## src/rtl/maze_pkg.sv

```systemverilog
// Constants and types shared by the maze controller and the frame painter.
package maze_pkg;

  typedef enum logic [2:0] {
    S_IDLE,
    S_PLAY,
    S_READ,
    S_WAIT,
    S_RELEASE,
    S_WIN
  } maze_state_t;

  localparam int          ROM_STRIDE    = 64;   // blocks per ROM row (power of two)
  localparam int          VIS_BCOLS     = 40;   // visible block columns
  localparam int          PLAY_BROWS    = 29;   // playable rows; row 29 is the timer bar
  localparam int          BLOCK_SHIFT   = 4;    // colour lives above this bit in a ROM word
  localparam logic [11:0] FLOOR_RGB_DEF = 12'hFFF;

  // ROM address of a block: row in the upper bits, column in the low 6 bits.
  function automatic logic [10:0] blk_addr(input logic [5:0] col, input logic [5:0] row);
    return {row[4:0], col};
  endfunction

endpackage

```

## src/rtl/maze_controller_if.sv

```systemverilog
// Maze ROM port-b bus: controller drives enable/address, ROM returns data a cycle later.
interface maze_controller_if;
  logic        rom_en;
  logic [10:0] rom_addr;
  logic [15:0] rom_data;

  modport master (output rom_en, output rom_addr, input  rom_data);
  modport slave  (input  rom_en, input  rom_addr, output rom_data);
endinterface

```

## src/rtl/maze_controller.sv

```systemverilog
// Player movement FSM: decodes one button press into one ROM lookup and moves
// the player only onto floor blocks; flags a win at the exit block.
module maze_controller
  import maze_pkg::*;
#(
  parameter int          START_BCOL = 1,
  parameter int          START_BROW = 1,
  parameter int          EXIT_BCOL  = 38,
  parameter int          EXIT_BROW  = 27,
  parameter logic [11:0] FLOOR_RGB  = FLOOR_RGB_DEF
) (
  input  logic              clk,
  input  logic              rst,
  input  logic              i_start,
  input  logic              i_up,
  input  logic              i_down,
  input  logic              i_left,
  input  logic              i_right,
  maze_controller_if.master rom,
  output logic [5:0]        o_player_bcol,
  output logic [5:0]        o_player_brow,
  output logic [5:0]        o_exit_bcol,
  output logic [5:0]        o_exit_brow,
  output logic              o_win,
  output logic [7:0]        o_moves
);

  localparam logic [5:0] C_START_COL = 6'(START_BCOL);
  localparam logic [5:0] C_START_ROW = 6'(START_BROW);
  localparam logic [5:0] C_EXIT_COL  = 6'(EXIT_BCOL);
  localparam logic [5:0] C_EXIT_ROW  = 6'(EXIT_BROW);
  localparam logic [5:0] C_MAX_COL   = 6'(VIS_BCOLS - 1);
  localparam logic [5:0] C_MAX_ROW   = 6'(PLAY_BROWS - 1);

  maze_state_t r_state;
  logic [5:0]  r_col, r_row;
  logic [5:0]  r_tcol, r_trow;
  logic        r_rom_en;
  logic [10:0] r_rom_addr;
  logic        r_win;
  logic [7:0]  r_moves;

  logic        w_any;
  logic        w_ok;
  logic [5:0]  w_tcol, w_trow;
  logic        w_floor;

  assign w_any = i_up | i_down | i_left | i_right;
  // Whole word compared so the low (non-colour) bits are explicitly don't-care.
  assign w_floor = ((rom.rom_data >> BLOCK_SHIFT) == {4'b0, FLOOR_RGB});

  // Target block of the highest-priority pressed direction, with range check.
  always_comb begin
    w_tcol = r_col;
    w_trow = r_row;
    w_ok   = 1'b1;
    if (i_up) begin
      if (r_row == 6'd0) w_ok = 1'b0;
      else               w_trow = r_row - 6'd1;
    end else if (i_down) begin
      if (r_row >= C_MAX_ROW) w_ok = 1'b0;
      else                    w_trow = r_row + 6'd1;
    end else if (i_left) begin
      if (r_col == 6'd0) w_ok = 1'b0;
      else               w_tcol = r_col - 6'd1;
    end else if (i_right) begin
      if (r_col >= C_MAX_COL) w_ok = 1'b0;
      else                    w_tcol = r_col + 6'd1;
    end
  end

  // Main FSM with registered outputs.
  always_ff @(posedge clk or negedge rst) begin
    if (!rst) begin
      r_state    <= S_IDLE;
      r_col      <= C_START_COL;
      r_row      <= C_START_ROW;
      r_tcol     <= 6'd0;
      r_trow     <= 6'd0;
      r_rom_en   <= 1'b0;
      r_rom_addr <= 11'd0;
      r_win      <= 1'b0;
      r_moves    <= 8'd0;
    end else begin
      case (r_state)
        S_IDLE: begin
          if (i_start) r_state <= S_PLAY;
        end
        S_PLAY: begin
          if (w_any) begin
            if (w_ok) begin
              r_tcol     <= w_tcol;
              r_trow     <= w_trow;
              r_rom_en   <= 1'b1;
              r_rom_addr <= blk_addr(w_tcol, w_trow);
              r_state    <= S_READ;
            end else begin
              r_state <= S_RELEASE;
            end
          end
        end
        S_READ: begin
          // ROM captured the address at this edge; data is valid next cycle.
          r_rom_en <= 1'b0;
          r_state  <= S_WAIT;
        end
        S_WAIT: begin
          if (w_floor) begin
            r_col <= r_tcol;
            r_row <= r_trow;
            if (r_moves != 8'hFF) r_moves <= r_moves + 8'd1;
            if (r_tcol == C_EXIT_COL && r_trow == C_EXIT_ROW) begin
              r_win   <= 1'b1;
              r_state <= S_WIN;
            end else begin
              r_state <= S_RELEASE;
            end
          end else begin
            r_state <= S_RELEASE;
          end
        end
        S_RELEASE: begin
          // One move per press: wait for every direction to be let go.
          if (!w_any) r_state <= S_PLAY;
        end
        S_WIN: begin
          if (i_start) begin
            r_col   <= C_START_COL;
            r_row   <= C_START_ROW;
            r_moves <= 8'd0;
            r_win   <= 1'b0;
            r_state <= S_PLAY;
          end
        end
        default: r_state <= S_IDLE;
      endcase
    end
  end

  assign rom.rom_en    = r_rom_en;
  assign rom.rom_addr  = r_rom_addr;
  assign o_player_bcol = r_col;
  assign o_player_brow = r_row;
  assign o_exit_bcol   = C_EXIT_COL;
  assign o_exit_brow   = C_EXIT_ROW;
  assign o_win         = r_win;
  assign o_moves       = r_moves;

endmodule
```

## src/flat_wrapper.sv

```systemverilog
// flat-port wrapper written by rule: the top's interface ports become plain ports
module maze_controller_flat import maze_pkg::*;
#(
  parameter int          START_BCOL = 1,
  parameter int          START_BROW = 1,
  parameter int          EXIT_BCOL  = 38,
  parameter int          EXIT_BROW  = 27,
  parameter logic [11:0] FLOOR_RGB  = FLOOR_RGB_DEF
)
  (clk, rst, i_start, i_up, i_down, i_left, i_right, o_player_bcol, o_player_brow, o_exit_bcol, o_exit_brow, o_win, o_moves, rom_rom_en, rom_rom_addr, rom_rom_data);
  maze_controller_if rom_i ();
  input  logic clk;
  input  logic rst;
  input  logic i_start;
  input  logic i_up;
  input  logic i_down;
  input  logic i_left;
  input  logic i_right;
  output logic [5:0] o_player_bcol;
  output logic [5:0] o_player_brow;
  output logic [5:0] o_exit_bcol;
  output logic [5:0] o_exit_brow;
  output logic o_win;
  output logic [7:0] o_moves;
  output wire logic [$bits(rom_i.rom_en)-1:0] rom_rom_en;
  output wire logic [$bits(rom_i.rom_addr)-1:0] rom_rom_addr;
  input wire logic [$bits(rom_i.rom_data)-1:0] rom_rom_data;
  assign rom_rom_en = rom_i.rom_en;
  assign rom_rom_addr = rom_i.rom_addr;
  assign rom_i.rom_data = rom_rom_data;
  maze_controller #(.START_BCOL(START_BCOL), .START_BROW(START_BROW), .EXIT_BCOL(EXIT_BCOL), .EXIT_BROW(EXIT_BROW), .FLOOR_RGB(FLOOR_RGB)) u_core (.clk(clk), .rst(rst), .i_start(i_start), .i_up(i_up), .i_down(i_down), .i_left(i_left), .i_right(i_right), .rom(rom_i), .o_player_bcol(o_player_bcol), .o_player_brow(o_player_brow), .o_exit_bcol(o_exit_bcol), .o_exit_brow(o_exit_brow), .o_win(o_win), .o_moves(o_moves));
endmodule
```

## config.mk

```make
export PLATFORM = sky130hd
export DESIGN_NAME = maze_controller_flat
export DESIGN_NICKNAME = d
export VERILOG_FILES = /design/src/rtl/maze_pkg.sv /design/src/rtl/maze_controller_if.sv /design/src/rtl/maze_controller.sv /design/src/flat_wrapper.sv
export SDC_FILE = /design/constraint.sdc
export NUM_CORES = 1
export LEC_CHECK = 0
export BUFFER_PORTS_ARGS = -buffer_cell sky130_fd_sc_hd__buf_4
export CORE_MARGIN = 2
export CORE_UTILIZATION = 53
export CTS_CLUSTER_SIZE = 14
export DETAILED_ROUTE_END_ITERATION = 8
export PLACE_DENSITY = 0.8
export SKIP_CTS_REPAIR_TIMING = 1
export SLEW_MARGIN = 25
export SYNTH_ARGS = -nofsm -noshare
export SYNTH_HDL_FRONTEND = slang
export SYNTH_SLANG_ARGS = --single-unit
```

## constraint.sdc

```tcl
create_clock -name clk -period 3.25 [get_ports clk]
set_clock_uncertainty 0.2 [all_clocks]
set_input_delay 0.65 -clock clk [delete_from_list [all_inputs] [get_ports clk]]
set_output_delay 0.65 -clock clk [all_outputs]
set_load 0.02 [all_outputs]
```

==> summary.md <==
| Metric | Value |
|---|---|
| Endpoint class of the critical path | flop |
| Post-Place Cells | roughly 380 |
| Int Power | 1.34 mW |
| Global Route Usage Sum | 0.226 |
| Primary flip-flop cell chosen by synthesis mapping | sky130_fd_sc_hd__dfrtp_1 |
| Number of antenna violations at the first check in global routing | 0 |
| Required time at the worst-slack endpoint | around 3.2 ns |
| CTS tree | done |
| Largest vdd supply drop | 0.462 mV |
| Result of the run | completed |
| Most instantiated cells after synthesis | sky130_fd_sc_hd__nand2_1, sky130_fd_sc_hd__dfrtp_1, sky130_fd_sc_hd__nor2_1, sky130_fd_sc_hd__buf_4, sky130_fd_sc_hd__o21ai_0 |
| Count of pins on the block boundary | 68 |
| Slew at the pin with the worst max-slew slack | a little under 0.7 ns |
| Setup violators final | 0 |
| Type of the tightest min-delay check | in -> async |
| Number of instances in the synthesized netlist | around 280 |
| Number of I/O port buffers | 51 |
| Timing-limited maximum frequency | 379 MHz |
| Number of vias after detailed routing | roughly 2,200 |
| Post-route standard cell area excluding fillers | just under 3000 um2 |
| Clk sink count | 37 |
| DR pass1 iterations | 4 |
| Slew HR | 0.545 |
| Hold Violations, Final | 0 |
| Post-Syn Area per Cell | ~9.3 um2 |
| Violation count after the first detailed-route iteration | 200 |
| Starting density of the core | 0.548 |
| Vertical die dimension | approximately 74 um |
| Unrepaired setup endpoints after global routing | no |
| Area share of the largest cell type after synthesis | 0.338 |
| PnR worst setup slack | approximately 0.61 ns |
| Power per standard cell area | roughly 780 nW/um2 |
| Number of placement rows | 25 |
| Max-slew violation total from the final report | 0 |
| Number of vias per cell after detailed routing | ~5.6 |
| Antenna Nets Post-Route | 0 |
| Cell with the most instances after synthesis | sky130_fd_sc_hd__nand2_1 |
| Fraction of final layout cells sized beyond drive strength 1 | 0.287 |
| Layout overhead on the synthesized area | 14.9% |
| Static leakage | about 1.3 nW |
| Ranking of synthesized cells by area | sky130_fd_sc_hd__dfrtp_1, sky130_fd_sc_hd__nand2_1, sky130_fd_sc_hd__buf_4 |
| First-pass GRT wire length | between 9000 and 10,000 um |
| Startpoint class of the critical path | flop |
| Clk Tree Root Cell | sky130_fd_sc_hd__clkbuf_8 |
| Top fanout value on the critical path | 9 |
| Fill cell total of the finished layout | roughly 410 |
| Worst setup slack for register-to-register paths | just over 0.6 ns |
| Sequential Power Share | 0.361 |
| Die outline width | 73.9 um |
| Floorplan core area | around 4700 um2 |
| Clock insertion delay at the later pin of the skew report | 0.30 ns |
| Part of the cycle the worst path needs | 0.811 |
| Number of nets in the finished design | about 350 |
| Half-perimeter wire length of the detailed placement result | around 4200 um |
| Setup TNS | 0 ns |
| CTS Buf Count | 5 |
| Worst hold slack | approximately 0.10 ns |
| Switching Share | 0.427 |
| Cell accounting for the most synthesized area | sky130_fd_sc_hd__dfrtp_1 |
| Yosys warns | 0 |
| Largest net degree at the start of global routing | 38 |
| Reported max-cap violation count | 0 |
| Vias in the first global route | ~2,000 |
| Deepest clock path buffer count | 2 |
| GPL Wtd Cong | 0.930 |
| Die footprint | about 5500 um2 |
| Post-route minimum period | roughly 2.6 ns |
| Combinational power share | 0.485 |
| Sum of overflow across all layers after global routing | 0 |
| Synth Cell Area | 2590 um2 |
| Multi-input gate area in the final layout | approximately 1400 um2 |
| Number of synthesized flops with an enable pin | 0 |
| Dpl cell area | between 2000 and 3000 um2 |
| Setup Crit Path Kind | reg -> reg |
| Post-Layout Cell Count | 384 |
| Number of levels in the clock H-tree | 2 |
| Number of distinct library cells after synthesis | slightly above 70 |
| Number of antenna repair diodes | 0 |
| Worst slack after detailed placement | approximately 0.67 ns |
| Data arrival time of the critical path | approximately 2.6 ns |
| Drc violations | 0 |
| Clock transition at the register clock pins on the worst setup and hold paths after CTS | ~0.07 ns |
| Proportion of synthesized flip-flops having asynchronous set or reset | 1.00 |
| Register area | ~930 um2 |
| Total of flip-flops plus latches after synthesis | 37 |
| Clock power frac | 0.154 |
| Final WL | a little under 6000 um |
| Sequential cell area fraction in the yosys report | 0.359 |
| Net Sw Power | approximately 1000 uW |
| WL per Instance | about 15 um |
[worst max-delay path, cell delays in order (launching register included)]
cell and delay, ns:
sky130_fd_sc_hd__dfstp_2 0.57, sky130_fd_sc_hd__inv_1 0.10, sky130_fd_sc_hd__ha_1 0.26, sky130_fd_sc_hd__and4bb_2 0.28, sky130_fd_sc_hd__a21oi_4 0.12, sky130_fd_sc_hd__a21boi_2 0.10, sky130_fd_sc_hd__nor4_4 0.27, sky130_fd_sc_hd__buf_4 0.26
sky130_fd_sc_hd__mux2_2 0.35
[state kept, by name, summed over array words and instances, names as in the netlist]
| signal | count |
|---|---|
| u_core.o_win | 1 |
| u_core.rom.rom_en | 1 |
| u_core.r_state | 3 |
| u_core.o_player_bcol | 6 |
| u_core.o_moves | 8 |
| u_core.r_trow | 2 |
| u_core.rom.rom_addr | 10 |
| u_core.o_player_brow | 6 |
[layout make-up]
class | instances | share of cell area
Multi-Input combinational cell | 210 | 0.479
Sequential cell | 37 | 0.312
Timing Repair Buffer | 54 | 0.136
Clock buffer | 7 | 0.0324
Tap cell | 67 | 0.0282
Inverter | 8 | 0.0101
Clock inverter | 1 | 0.00168
[final timing paths]
check / start / endpoint / cells after the start
worst max register to register: u_core.o_player_bcol[0] / u_core.rom.rom_addr[0] / 8
worst min register to register: u_core.rom.rom_en / u_core.rom.rom_en / 1
max in group asynchronous: rst / u_core.o_player_bcol[0] / 1
worst max-delay path: u_core.o_player_bcol[0] / u_core.rom.rom_addr[0] / 8
min in group clk: u_core.rom.rom_en / u_core.rom.rom_en / 1
worst min-delay path: rst / u_core.o_player_brow[3] / 1
[placed cells by master (no fill, tap or decap), types with 4 or more instances in the layout]
cell / instances
sky130_fd_sc_hd__mux2_4: 8
sky130_fd_sc_hd__clkbuf_8: 7
sky130_fd_sc_hd__nand2b_1: 5
sky130_fd_sc_hd__buf_4: 54
sky130_fd_sc_hd__nand3_1: 9
sky130_fd_sc_hd__o31ai_1: 4
sky130_fd_sc_hd__nor3_1: 7
sky130_fd_sc_hd__and4_1: 4
sky130_fd_sc_hd__dfrtp_1: 35
sky130_fd_sc_hd__xnor2_1: 6
sky130_fd_sc_hd__nor2_1: 19
sky130_fd_sc_hd__a21oi_1: 10
sky130_fd_sc_hd__nand2_1: 36
sky130_fd_sc_hd__ha_1: 6
sky130_fd_sc_hd__o21ai_0: 14
sky130_fd_sc_hd__inv_1: 8
sky130_fd_sc_hd__conb_1: 12
[stage by stage]
stage / power, mW / utilization
floorplan: 1.68 / -
global placement: 1.94 / 0.608
detailed placement: 1.97 / 0.608
global route: 2.49 / 0.630
finish: 2.33 / 0.630
CTS: 2.34 / 0.630
[power by group through the flow]
stage	sequential (mW)	combinational, mW	clock, mW
4_1_cts	0.837	1.13	0.367
3_3_place_gp	0.842	1.10	0
5_1_grt	0.872	1.24	0.383
6_report	0.842	1.13	0.360
2_1_floorplan	0.850	0.826	0
3_5_place_dp	0.844	1.12	0
[cells by family (layout without fill, tap and decap cells)]
kind of cell	after synthesis	count (layout)	synth area share
compound gates	55	55	0.152
xor+xnor	8	8	0.0271
fa+ha+maj	6	6	0.0290
buf+inv	40	70	0.105
flops	37	37	0.359
mux	14	14	0.0711
other cells	2	12	0.00290
simple gates	115	115	0.254
[layer usage]
layer | routed length, um | share of wire | global-route usage | vias up
met4 | 61 | 0.011 | 0.0667 | 0
met2 | 2720 | 0.47 | 0.356 | 71
met3 | 332 | 0.058 | 0.0412 | 6
li1 | - | - | - | 1044
met5 | 0 | 0 | 0 | -
met1 | 2660 | 0.46 | 0.317 | 1040
Power figures use the tool's default switching activity.
